==> config.mk <==
export PLATFORM = sky130hd
export DESIGN_NAME = multicycle_control_fsm_flat
export DESIGN_NICKNAME = d
export VERILOG_FILES = /design/src/rtl/multicycle_control_fsm_if.sv /design/src/rtl/multicycle_control_fsm.sv /design/src/flat_wrapper.sv
export SDC_FILE = /design/constraint.sdc
export NUM_CORES = 1
export LEC_CHECK = 0
export CORE_MARGIN = 8
export CORE_UTILIZATION = 39
export DETAILED_ROUTE_END_ITERATION = 12
export PLACE_DENSITY = 0.79
export SLEW_MARGIN = 20
export SYNTH_ARGS = -nofsm -noshare
export SYNTH_HDL_FRONTEND = slang
export SYNTH_SLANG_ARGS = --single-unit
==> constraint.sdc <==
create_clock -name clk -period 2.11 [get_ports clk]
set_input_delay 0.5275 -clock clk [delete_from_list [all_inputs] [get_ports clk]]
set_output_delay 0.5275 -clock clk [all_outputs]
set_load 0.005 [all_outputs]
==> src/rtl/multicycle_control_fsm_if.sv <==
// ---------------------------------------------------------------------------
// multicycle_control_fsm_if
//   Bundles the signals between the multicycle main control FSM and the
//   16-bit MIPS datapath and memory.
//
//   Handshake: mem_read or mem_write is held high for as long as an access
//   is outstanding. mem_ready high in a cycle means the memory finishes that
//   access in this same cycle. The access is retired at the next rising clk.
//   mem_ready is ignored in any cycle where no access is outstanding.
//
//   master modport : the control FSM (takes opcode/funct/mem_ready, drives
//                    enables, selects, alu_op, debug state and illegal)
//   slave modport  : the datapath/memory side
// ---------------------------------------------------------------------------
interface multicycle_control_fsm_if;
   logic [3:0] opcode;         // IR[15:12]
   logic [3:0] funct;          // IR[3:0]
   logic       mem_ready;      // memory completes the access this cycle
   logic       pc_write;
   logic       pc_write_cond;
   logic       iord;
   logic       mem_read;
   logic       mem_write;
   logic       ir_write;
   logic       reg_write;
   logic       alu_src_a;
   logic [1:0] reg_dst;        // 00 rt, 01 rd, 10 r7
   logic [1:0] mem_to_reg;     // 00 ALUOut, 01 MDR, 10 PC
   logic [1:0] alu_src_b;      // 00 B, 01 const 2, 10 imm, 11 imm<<1
   logic [1:0] pc_source;      // 00 ALU, 01 ALUOut, 10 jump, 11 reg A
   logic [1:0] alu_op;         // 11 add, 01 sub, 10 slt, 00 funct
   logic [3:0] state;          // debug view of the FSM state
   logic       illegal;        // sticky illegal-opcode flag

   modport master (
      input  opcode, funct, mem_ready,
      output pc_write, pc_write_cond, iord, mem_read, mem_write, ir_write,
             reg_write, alu_src_a, reg_dst, mem_to_reg, alu_src_b,
             pc_source, alu_op, state, illegal
   );

   modport slave (
      output opcode, funct, mem_ready,
      input  pc_write, pc_write_cond, iord, mem_read, mem_write, ir_write,
             reg_write, alu_src_a, reg_dst, mem_to_reg, alu_src_b,
             pc_source, alu_op, state, illegal
   );
endinterface

==> src/rtl/multicycle_control_fsm.sv <==
// ---------------------------------------------------------------------------
// multicycle_control_fsm
//   Main control state machine of the multicycle 16-bit MIPS processor.
//   Steps each instruction through fetch, decode, execute, memory and
//   writeback, and drives the datapath enables/selects plus the 2-bit alu_op
//   that feeds the ALU-control/JR decoder.
//
//   Ports:
//     clk   : single clock, rising edge
//     reset : asynchronous, active-high; all outputs read 0 while high
//     bus   : multicycle_control_fsm_if.master (opcode/funct/mem_ready in,
//             enables, selects, alu_op, debug state and illegal out)
// ---------------------------------------------------------------------------
module multicycle_control_fsm (
   input  logic                    clk,
   input  logic                    reset,
   multicycle_control_fsm_if.master bus
);

   typedef enum logic [3:0] {
      S_FETCH     = 4'd0,
      S_DECODE    = 4'd1,
      S_MEM_ADDR  = 4'd2,
      S_MEM_READ  = 4'd3,
      S_MEM_WB    = 4'd4,
      S_MEM_WRITE = 4'd5,
      S_EXECUTE   = 4'd6,
      S_ALU_WB    = 4'd7,
      S_IMM_EXEC  = 4'd8,
      S_IMM_WB    = 4'd9,
      S_BRANCH    = 4'd10,
      S_JUMP      = 4'd11,
      S_JAL       = 4'd12,
      S_JR        = 4'd13,
      S_ILLEGAL   = 4'd14
   } state_t;

   localparam logic [3:0] OP_RTYPE = 4'b0000;
   localparam logic [3:0] OP_LW    = 4'b0001;
   localparam logic [3:0] OP_SW    = 4'b0010;
   localparam logic [3:0] OP_BEQ   = 4'b0011;
   localparam logic [3:0] OP_ADDI  = 4'b0100;
   localparam logic [3:0] OP_SLTI  = 4'b0101;
   localparam logic [3:0] OP_J     = 4'b0110;
   localparam logic [3:0] OP_JAL   = 4'b0111;
   localparam logic [3:0] FUNCT_JR = 4'b1000;

   localparam logic [1:0] ALU_FUNCT = 2'b00;
   localparam logic [1:0] ALU_SUB   = 2'b01;
   localparam logic [1:0] ALU_SLT   = 2'b10;
   localparam logic [1:0] ALU_ADD   = 2'b11;

   state_t state_q;
   state_t state_d;
   logic   illegal_q;

   logic       pc_write;
   logic       pc_write_cond;
   logic       iord;
   logic       mem_read;
   logic       mem_write;
   logic       ir_write;
   logic       reg_write;
   logic       alu_src_a;
   logic [1:0] reg_dst;
   logic [1:0] mem_to_reg;
   logic [1:0] alu_src_b;
   logic [1:0] pc_source;
   logic [1:0] alu_op;

   // State register and sticky illegal flag.
   always_ff @(posedge clk or posedge reset) begin
      if (reset) begin
         state_q   <= S_FETCH;
         illegal_q <= 1'b0;
      end else begin
         state_q   <= state_d;
         illegal_q <= illegal_q | (state_d == S_ILLEGAL);
      end
   end

   // Next-state logic. opcode/funct are only looked at in DECODE, MEM_ADDR
   // and IMM_EXEC, where the IR cannot change.
   always_comb begin
      state_d = state_q;
      unique case (state_q)
         S_FETCH:     state_d = bus.mem_ready ? S_DECODE : S_FETCH;
         S_DECODE: begin
            unique case (bus.opcode)
               OP_LW, OP_SW:     state_d = S_MEM_ADDR;
               OP_RTYPE:         state_d = (bus.funct == FUNCT_JR) ? S_JR : S_EXECUTE;
               OP_ADDI, OP_SLTI: state_d = S_IMM_EXEC;
               OP_BEQ:           state_d = S_BRANCH;
               OP_J:             state_d = S_JUMP;
               OP_JAL:           state_d = S_JAL;
               default:          state_d = S_ILLEGAL;
            endcase
         end
         // Only lw and sw reach MEM_ADDR.
         S_MEM_ADDR:  state_d = (bus.opcode == OP_LW) ? S_MEM_READ : S_MEM_WRITE;
         S_MEM_READ:  state_d = bus.mem_ready ? S_MEM_WB : S_MEM_READ;
         S_MEM_WB:    state_d = S_FETCH;
         S_MEM_WRITE: state_d = bus.mem_ready ? S_FETCH : S_MEM_WRITE;
         S_EXECUTE:   state_d = S_ALU_WB;
         S_ALU_WB:    state_d = S_FETCH;
         S_IMM_EXEC:  state_d = S_IMM_WB;
         S_IMM_WB:    state_d = S_FETCH;
         S_BRANCH:    state_d = S_FETCH;
         S_JUMP:      state_d = S_FETCH;
         S_JAL:       state_d = S_FETCH;
         S_JR:        state_d = S_FETCH;
         S_ILLEGAL:   state_d = S_ILLEGAL;
         default:     state_d = S_FETCH;
      endcase
   end

   // Output decode from the current state.
   always_comb begin
      pc_write      = 1'b0;
      pc_write_cond = 1'b0;
      iord          = 1'b0;
      mem_read      = 1'b0;
      mem_write     = 1'b0;
      ir_write      = 1'b0;
      reg_write     = 1'b0;
      alu_src_a     = 1'b0;
      reg_dst       = 2'b00;
      mem_to_reg    = 2'b00;
      alu_src_b     = 2'b00;
      pc_source     = 2'b00;
      alu_op        = ALU_FUNCT;
      unique case (state_q)
         S_FETCH: begin
            mem_read  = 1'b1;
            alu_src_b = 2'b01;
            alu_op    = ALU_ADD;
            pc_source = 2'b00;
            // IR load and PC+2 happen only in the cycle the fetch completes,
            // so each fires exactly once however long memory stalls.
            ir_write  = bus.mem_ready;
            pc_write  = bus.mem_ready;
         end
         S_DECODE: begin
            alu_src_b = 2'b11;   // branch target into ALUOut
            alu_op    = ALU_ADD;
         end
         S_MEM_ADDR: begin
            alu_src_a = 1'b1;
            alu_src_b = 2'b10;
            alu_op    = ALU_ADD;
         end
         S_MEM_READ: begin
            mem_read = 1'b1;
            iord     = 1'b1;
         end
         S_MEM_WB: begin
            reg_write  = 1'b1;
            reg_dst    = 2'b00;
            mem_to_reg = 2'b01;
         end
         S_MEM_WRITE: begin
            mem_write = 1'b1;
            iord      = 1'b1;
         end
         S_EXECUTE: begin
            alu_src_a = 1'b1;
            alu_src_b = 2'b00;
            alu_op    = ALU_FUNCT;
         end
         S_ALU_WB: begin
            reg_write  = 1'b1;
            reg_dst    = 2'b01;
            mem_to_reg = 2'b00;
         end
         S_IMM_EXEC: begin
            alu_src_a = 1'b1;
            alu_src_b = 2'b10;
            alu_op    = (bus.opcode == OP_SLTI) ? ALU_SLT : ALU_ADD;
         end
         S_IMM_WB: begin
            reg_write  = 1'b1;
            reg_dst    = 2'b00;
            mem_to_reg = 2'b00;
         end
         S_BRANCH: begin
            alu_src_a     = 1'b1;
            alu_src_b     = 2'b00;
            alu_op        = ALU_SUB;
            pc_write_cond = 1'b1;
            pc_source     = 2'b01;
         end
         S_JUMP: begin
            pc_write  = 1'b1;
            pc_source = 2'b10;
         end
         S_JAL: begin
            pc_write   = 1'b1;
            pc_source  = 2'b10;
            reg_write  = 1'b1;
            reg_dst    = 2'b10;
            mem_to_reg = 2'b10;
         end
         S_JR: begin
            pc_write  = 1'b1;
            pc_source = 2'b11;
            // Downstream JR decoder recognises {alu_op, funct} = {00, 1000}.
            alu_op    = ALU_FUNCT;
         end
         default: begin
            // ILLEGAL and the unused encoding drive nothing.
         end
      endcase
   end

   // While reset is high every output is forced low, including the FETCH
   // mem_read that the reset state would otherwise present.
   assign bus.pc_write      = ~reset & pc_write;
   assign bus.pc_write_cond = ~reset & pc_write_cond;
   assign bus.iord          = ~reset & iord;
   assign bus.mem_read      = ~reset & mem_read;
   assign bus.mem_write     = ~reset & mem_write;
   assign bus.ir_write      = ~reset & ir_write;
   assign bus.reg_write     = ~reset & reg_write;
   assign bus.alu_src_a     = ~reset & alu_src_a;
   assign bus.reg_dst       = reset ? 2'b00 : reg_dst;
   assign bus.mem_to_reg    = reset ? 2'b00 : mem_to_reg;
   assign bus.alu_src_b     = reset ? 2'b00 : alu_src_b;
   assign bus.pc_source     = reset ? 2'b00 : pc_source;
   assign bus.alu_op        = reset ? 2'b00 : alu_op;
   assign bus.state         = reset ? 4'd0  : state_q;
   assign bus.illegal       = ~reset & illegal_q;

endmodule

==> src/flat_wrapper.sv <==
// flat-port wrapper written by rule: the top's interface ports become plain ports
module multicycle_control_fsm_flat 
  (clk, reset, bus_opcode, bus_funct, bus_mem_ready, bus_pc_write, bus_pc_write_cond, bus_iord, bus_mem_read, bus_mem_write, bus_ir_write, bus_reg_write, bus_alu_src_a, bus_reg_dst, bus_mem_to_reg, bus_alu_src_b, bus_pc_source, bus_alu_op, bus_state, bus_illegal);
  multicycle_control_fsm_if bus_i ();
  input  logic clk;
  input  logic reset;
  input wire logic [$bits(bus_i.opcode)-1:0] bus_opcode;
  input wire logic [$bits(bus_i.funct)-1:0] bus_funct;
  input wire logic [$bits(bus_i.mem_ready)-1:0] bus_mem_ready;
  output wire logic [$bits(bus_i.pc_write)-1:0] bus_pc_write;
  output wire logic [$bits(bus_i.pc_write_cond)-1:0] bus_pc_write_cond;
  output wire logic [$bits(bus_i.iord)-1:0] bus_iord;
  output wire logic [$bits(bus_i.mem_read)-1:0] bus_mem_read;
  output wire logic [$bits(bus_i.mem_write)-1:0] bus_mem_write;
  output wire logic [$bits(bus_i.ir_write)-1:0] bus_ir_write;
  output wire logic [$bits(bus_i.reg_write)-1:0] bus_reg_write;
  output wire logic [$bits(bus_i.alu_src_a)-1:0] bus_alu_src_a;
  output wire logic [$bits(bus_i.reg_dst)-1:0] bus_reg_dst;
  output wire logic [$bits(bus_i.mem_to_reg)-1:0] bus_mem_to_reg;
  output wire logic [$bits(bus_i.alu_src_b)-1:0] bus_alu_src_b;
  output wire logic [$bits(bus_i.pc_source)-1:0] bus_pc_source;
  output wire logic [$bits(bus_i.alu_op)-1:0] bus_alu_op;
  output wire logic [$bits(bus_i.state)-1:0] bus_state;
  output wire logic [$bits(bus_i.illegal)-1:0] bus_illegal;
  assign bus_i.opcode = bus_opcode;
  assign bus_i.funct = bus_funct;
  assign bus_i.mem_ready = bus_mem_ready;
  assign bus_pc_write = bus_i.pc_write;
  assign bus_pc_write_cond = bus_i.pc_write_cond;
  assign bus_iord = bus_i.iord;
  assign bus_mem_read = bus_i.mem_read;
  assign bus_mem_write = bus_i.mem_write;
  assign bus_ir_write = bus_i.ir_write;
  assign bus_reg_write = bus_i.reg_write;
  assign bus_alu_src_a = bus_i.alu_src_a;
  assign bus_reg_dst = bus_i.reg_dst;
  assign bus_mem_to_reg = bus_i.mem_to_reg;
  assign bus_alu_src_b = bus_i.alu_src_b;
  assign bus_pc_source = bus_i.pc_source;
  assign bus_alu_op = bus_i.alu_op;
  assign bus_state = bus_i.state;
  assign bus_illegal = bus_i.illegal;
  multicycle_control_fsm u_core (.clk(clk), .reset(reset), .bus(bus_i));
endmodule
Word level (Yosys, flattened, before mapping)
Cells that the tools add are included.
- eq/ne operators: 23
- mux-type cells: 27
- bitwise logic cells: 11
- reductions and logical operators: 12
- operators with widths (kind ; count):
    == test 4 bit, second input constant ; 9
    == test 4 x 3 -> 1 bit, second input constant ; 8
    one-hot mux 4 bit (8 select lines) ; 1
    one-hot mux 4 bit (6 select lines) ; 1
    one-hot mux 2 bit (3 select lines) ; 3
    == test 4 x 2 -> 1 bit, second input constant ; 4
    OR reduction 2 bit ; 6
    two-way mux 2 bit ; 5
    AND 1 bit ; 9
    two-way mux 1 bit ; 9
    two-way mux 3 bit ; 3
    == test 4 x 1 -> 1 bit, second input constant ; 2
    logical NOT 4 bit ; 2
    two-way mux 4 bit ; 2
    one-hot mux 2 bit (2 select lines) ; 2
    OR reduction 4 bit ; 2
    OR reduction 3 bit ; 2
    one-hot mux 1 bit (2 select lines) ; 1
    inverter 1 bit ; 1
    bitwise OR 1 bit ; 1
- register bits: 5
- input port bits: 11

Depth between registers and ports, before layout
Gate-level depths: netlist of the first run.
- depth in word-level cells: 6
- mapped depth: 6

Least setup slack after synthesis of the first run
OpenSTA, ideal clock, no wires.
- path kind: register -> output
- from: register u_core.state_q[0]
- to: output bus_pc_write
- arrival: 1.291 ns
- slack: 0.292 ns
- cell stages (with the launch flop): 7
- path buffers: 2
- cells stage by stage: dfrtp_1 > buf_2 > clkbuf_1 > nand2_1 > nor2_1 > o21a_1 > or2_2
- word-level cells in the longest chain between the ends: 4
- elaborated cells between the ends (all ways): 7
- those cells by class: 3 x eq/ne; 1 x mux; 1 x bitwise; 2 x reduce/logical
- RTL lines (item ; line ; RTL):
    start, declared ; multicycle_control_fsm.sv:53 ; state_t state_q;
    start signal, assigned ; multicycle_control_fsm.sv:77 ; state_q <= state_d;
    == test 4 bit ; multicycle_control_fsm.sv:132 ; unique case (state_q)
    OR reduction 3 bit (no source line) ; -- ;
    one-hot mux 1 bit (2 select lines) * ; multicycle_control_fsm.sv:132 ;
    AND 1 bit * ; multicycle_control_fsm.sv:217 ; assign bus.pc_write = ~reset & pc_write;
    end, declared ; flat_wrapper.sv:10 ; output wire logic [$bits(bus_i.pc_write)-1:0] bus_pc_write;
Mark *: on every way between the ends. The rest lies on a longest branch, timed or not.

Final worst setup path of the first run
- from: input bus_opcode[2]
- to: output bus_alu_op[0]
- word-level cells in the longest chain between the ends: 4
- RTL lines (item ; line ; RTL):
    start, declared ; flat_wrapper.sv:7 ; input wire logic [$bits(bus_i.opcode)-1:0] bus_opcode;
    == test 4 x 3 -> 1 bit ; multicycle_control_fsm.sv:178 ; alu_op = (bus.opcode == OP_SLTI) ? ALU_SLT : ALU_ADD;
    two-way mux 1 bit ; multicycle_control_fsm.sv:178 ;
    one-hot mux 2 bit (3 select lines) ; multicycle_control_fsm.sv:132 ;
    two-way mux 2 bit ; multicycle_control_fsm.sv:229 ; assign bus.alu_op = reset ? 2'b00 : alu_op;
    end, declared ; flat_wrapper.sv:22 ; output wire logic [$bits(bus_i.alu_op)-1:0] bus_alu_op;
Every way passes these cells.

==> metrics.cfg, run 1 <==
[run_status]
status = finished, violations left
violations = negative setup slack

[synthesis]
yosysWarnings = 0
synth_top_flop_cell = dfrtp_1
syn_nets = 110
synth_edf_count = 0
async_reset_ff_share_pct = 100
synth.avg_cell_area_um2 = 6.77
synth_cells = 99
ys_seq_elements = 5
netlist_area_um2 = 671
yosysSeqAreaShare_pct = 18.7
netlist-cell-type-count = 40

[global_route]
grt_max_degree = 11
grt_pass1_wl_um = 4690
grt_usage_pct = 17.6
antenna_found_initial = 0
grt_pass1_vias = 1032
overflow = 0

[die]
die_h_um = 57.5
die_w_um = 57.5
core_area_um2 = 1670
std_cell_rows = 15
die_area_um2 = 3300
initial_utilization_pct = 40.1
num_io_pins = 34

[finish]
n_antenna_cell = 0
nets = 182
drive_gt1_share_pct = 45.9
syn2layout_area_growth_pct = 107

[job]
maxCapViolCount = 0

[detailed_routing]
post_drt_wl_per_cell_um = 17.3
ant_nets = 0
routed_wl_um = 3230
dr.pass1.iters = 4
via_per_inst = 5.73
drc = 0
vias = 1071
drt_iter0_drc = 28

[sta]
timing.slew.headroom_pct = 70.0
period_share_pct = 107
rsz0062_at_grt = true
fmax_mhz = 443
skew_ps = 4.09
drv_slew = 0
setup_ws_ps = -146
setup_viol = 1
worst_pin_slew_ps = 439
period_needed_ps = 2260
finalHoldViolations = 0
final.setup.tns_ps = -146

[power_and_ir_drop]
power_density_nw_per_um2 = 1140
ir_worst_vdd_v = 0.000914
p_leak_nw = 0.737
finalPower_w = 0.00159

[setup_path]
worstReg2RegEnd = u_core.illegal_q
worstPathArrival_ps = 1730
ff2ff_path_depth = 7
critPathMaxFanout = 2
worstReg2RegStart = u_core.state_q[2]
r2r_setup_slack_ps = 230
required_ps = 1580
crit_path_start_kind = input port
crit_type = input port to primary output
endpoint_kind = primary output

[clocking]
cts_root_buffer = clkbuf_4
htree_levels = 1
cts_num_sinks = 5
clk_pin_slew_ps = 50
tritoncts = built
clkLatencyLatePin_ps = 240
clockBufferDepth = 2
cts_made_buffers = 3
holdBufCountCts = 0

[placement]
gp_congestion = 0.880
dp_hpwl_um = 1910
place_ws_ps = -627
portBuffers = 33

[min_path]
hp-class = input port to asynchronous set/reset pin

==> critical path, stage by stage <==
cell and delay, ps:
clkdlybuf4s50_1 440, nor4b_4 140, nor4b_1 410, buf_2 210
==> how the worst max path moves through the flow <==
stage                            from             to  cells past startpoint
floorplan           u_core.state_q[0]   bus_pc_write                      6
global placement        bus_opcode[0]  bus_alu_op[0]                      5
detailed placement      bus_opcode[0]  bus_alu_op[0]                      5
CTS                     bus_opcode[1]  bus_alu_op[0]                      5
global route        u_core.state_q[2]  bus_alu_op[0]                      5
finish                  bus_opcode[2]  bus_alu_op[0]                      4
==> synthesized netlist by cell type (all sizes together), types with 2 or more instances <==
| master | count | share of area, % |
|---|---|---|
| nand2 | 8 | 4.5 |
| dfrtp | 5 | 19 |
| nor3 | 10 | 7.5 |
| o22ai | 2 | 2.8 |
| inv | 4 | 2.2 |
| clkbuf | 5 | 2.8 |
| and3 | 3 | 3.0 |
| nor2b | 6 | 5.6 |
| nor2 | 11 | 6.2 |
| and3b | 2 | 2.8 |
| nand2b | 5 | 4.7 |
| nor4b | 3 | 3.9 |
| o21ai | 6 | 4.5 |
| nor4 | 3 | 2.8 |
| a21oi | 3 | 2.2 |
| buf | 4 | 3.2 |
==> through the flow <==
step | area (um^2) | std cells | utilization, % | hold slack (ps)
after floorplan | 671 | 99 | - | 314
after global placement | 1230 | 171 | 73.5 | 443
after detailed placement | 1230 | 171 | 73.5 | 459
after CTS | 1350 | 183 | 81.0 | 311
after global routing | 1390 | 187 | 83.1 | 318
final | 1390 | 187 | 83.1 | 324
==> kinds of logic (layout without fill, tap and decap cells) <==
kind of cell           count (synthesis)  count (layout)  share of synthesized area, %
buffers and inverters                 13              84                          8.21
XOR/XNOR                               1               1                          1.31
AND/OR/NAND/NOR                       57              57                          46.8
flip-flops                             5               5                          18.7
AO/OA/AOI/OAI                         23              23                          25.0
==> per-layer routing <==
layer	wire length [um]	vias up	GRT usage [%]
met5	0	-	0
li1	-	500	-
met2	1660	62	32.2
met1	1180	487	16.3
met4	149	0	8.93
met3	235	22	7.17
==> sequential cells by signal (all words and copies together), names as in the netlist <==
name and count:
u_core.state_q 4, u_core.illegal_q 1
==> timing repair <==
action,CTS,global route
setup buffers,8,4
setup endpoints to repair,23,12
pin swaps,3,2
gates resized for setup,57,16
endpoints found under the hold margin,0,0
==> final cells by class <==
cell class	count	area, um^2
Timing Repair Buffer	76	639
Multi-Input combinational cell	81	557
Fill cell	112	282
Sequential cell	5	130
Clock buffer	4	26.3
Tap cell	17	21.3
Inverter	4	15.0
==> power breakdown <==
part | switching, W | internal (W)
sequential | 0.0000595 | 0.000144
combinational | 0.000576 | 0.000693
clock | 0.0000422 | 0.0000717
==> layout by cell type (no fill, tap or decap), drive strengths merged, types with 2 or more instances in the layout <==
| cell type | synthesis | layout |
|---|---|---|
| nor2 | 11 | 11 |
| nand2b | 5 | 5 |
| and3b | 2 | 2 |
| inv | 4 | 4 |
| a21oi | 3 | 3 |
| o22ai | 2 | 2 |
| dlygate4sd2 | 0 | 14 |
| clkdlybuf4s50 | 0 | 8 |
| nor2b | 6 | 6 |
| nor4 | 3 | 3 |
| clkbuf | 5 | 10 |
| dlymetal6s2s | 0 | 3 |
| buf | 4 | 45 |
| nor4b | 3 | 3 |
| and3 | 3 | 3 |
| nand2 | 8 | 8 |
| dfrtp | 5 | 5 |
| nor3 | 10 | 10 |
| o21ai | 6 | 6 |
Note: power is estimated with default switching activity, not from simulation.
==> run 2: changes to the inputs <==
CORE_ASPECT_RATIO = 1.25   (was default)
CTS_CLUSTER_DIAMETER = 200   (was default)
==> metrics.cfg, run 2 (synthesized netlist as in run 1, its figures left out) <==
[run_status]
status = finished, violations left
violations = negative setup slack

[clocking]
htree_levels = 1
clk_pin_slew_ps = 60
tritoncts = built
cts_root_buffer = clkbuf_4
clkLatencyLatePin_ps = 260
holdBufCountCts = 0
clockBufferDepth = 2
cts_made_buffers = 3
cts_num_sinks = 5

[power_and_ir_drop]
p_leak_nw = 0.719
power_density_nw_per_um2 = 1140
ir_worst_vdd_v = 0.000829

[setup_path]
required_ps = 1580
endpoint_kind = primary output
cpPeakStageDelay_ps = 410
worstSetupStartpoint = bus_opcode[0]
ff2ff_path_depth = 8
worstReg2RegStart = u_core.state_q[1]
critPathSlowestCell = or3b_4
worstPathArrival_ps = 1620
critPathMaxFanout = 2
path_cells = clkdlybuf4s15_1 > or3b_4 > nor4b_4 > nor4b_2 > buf_2
crit_path_start_kind = input port
crit_type = input port to primary output

[placement]
dp_hpwl_um = 2110
gp_congestion = 0.867
portBuffers = 33
place_ws_ps = -669

[die]
core_area_um2 = 1600
die_h_um = 62.4
die_w_um = 53.1
num_io_pins = 34
initial_utilization_pct = 41.9
die_area_um2 = 3310
std_cell_rows = 16

[global_route]
top_usage_layer = met2
overflow = 0
grt_pass1_vias = 1086
met3_usage_pct = 3.57
grt_pass1_wl_um = 4810
use_met1_pct = 17.5
grt_max_degree = 11
grt_usage_pct = 18.0
antenna_found_initial = 0
met2_usage_pct = 33.2

[detailed_routing]
drc = 0
drt_iter0_drc = 52
vias = 1143
via_per_inst = 6.05
routed_wl_um = 3660
dr.pass1.iters = 4
post_drt_wl_per_cell_um = 19.3
ant_nets = 0

[sta]
whs_ps = 440
period_needed_ps = 2150
timing.slew.headroom_pct = 71.4
fmax_mhz = 466
finalHoldViolations = 0
skew_ps = 15.1
worst_pin_slew_ps = 418
setup_ws_ps = -35.7
period_share_pct = 102
setup_viol = 2
rsz0062_at_grt = true
drv_slew = 0

[finish]
fillers = 84
regArea_um2 = 130
multi_input_area_um2 = 594
largestRegisters = u_core.state_q: 4 flops, u_core.illegal_q: 1 flops
n_antenna_cell = 0
drive_gt1_share_pct = 49.1
most-common-layout-cells = buf_4, nor2_1, nor3_1, clkdlybuf4s50_1, dlygate4sd2_1
final_common_cell = buf_4
largest_reg_flops = 4
nets = 183
syn2layout_area_growth_pct = 110
top_register = u_core.state_q

[min_path]
hp-class = input port to asynchronous set/reset pin

[job]
maxCapViolCount = 0

run 2: changes by cell type in the layout (fill, tap and decap cells not counted), sizes merged:
cell / delta
clkdlybuf4s15: +7
dlygate4sd2: -7
buf: +4
clkbuf: -2
dlymetal6s2s: -1
run 2: what timing repair did:
action | in CTS | in global routing
resized for setup | 60 | 26
buffers inserted | 8 | 3
pin swaps | 3 | 3
endpoints found under the setup margin | 24 | 14
run 2: area by class of cell:
cell class                 instances  share of cell area (%)
inverter                           4                    1.07
timing repair buffer              77                    44.0
multi-input combinational         81                    42.2
tap                               18                    1.60
sequential                         5                    9.24
clock buffer                       4                    1.87
run 2: worst paths after layout:
check	to	slack, ps
hold / removal	u_core.state_q[0]	440
max in group asynchronous	u_core.state_q[3]	1530
setup reg to reg	u_core.illegal_q	140
setup / recovery	bus_alu_op[0]	-40
min in group clk	u_core.illegal_q	490
hold reg to reg	u_core.illegal_q	490
run 2: worst max-delay path: cells and delay by family:
| kind | cells | cell delay, ps |
|---|---|---|
| and+or+nand+nor | 3 | 770 |
| buffers and inverters | 2 | 320 |
run 2: per-stage QoR:
stage | std cells | power [W] | cell area [um^2] | utilization [%] | TNS, ps
floorplan | 99 | 0.000659 | 671 | - | 0
detailed placement | 175 | 0.00122 | 1240 | 77.3 | -9220
finish | 189 | 0.00160 | 1410 | 88.0 | -49.7
CTS | 187 | 0.00142 | 1340 | 83.8 | -21.4
global placement | 175 | 0.00120 | 1240 | 77.3 | -8460
global route | 189 | 0.00169 | 1410 | 88.0 | -343
run 2: routing by layer:
metal	routed length [um]	part of all wire [%]
met1	1350	37
met4	144	3.9
met5	0	0
met2	1920	52
met3	239	6.5
run 2: where the power goes:
part           internal [W]  switching, W
clock network     0.0000721     0.0000496
logic              0.000671      0.000609
registers          0.000144     0.0000553
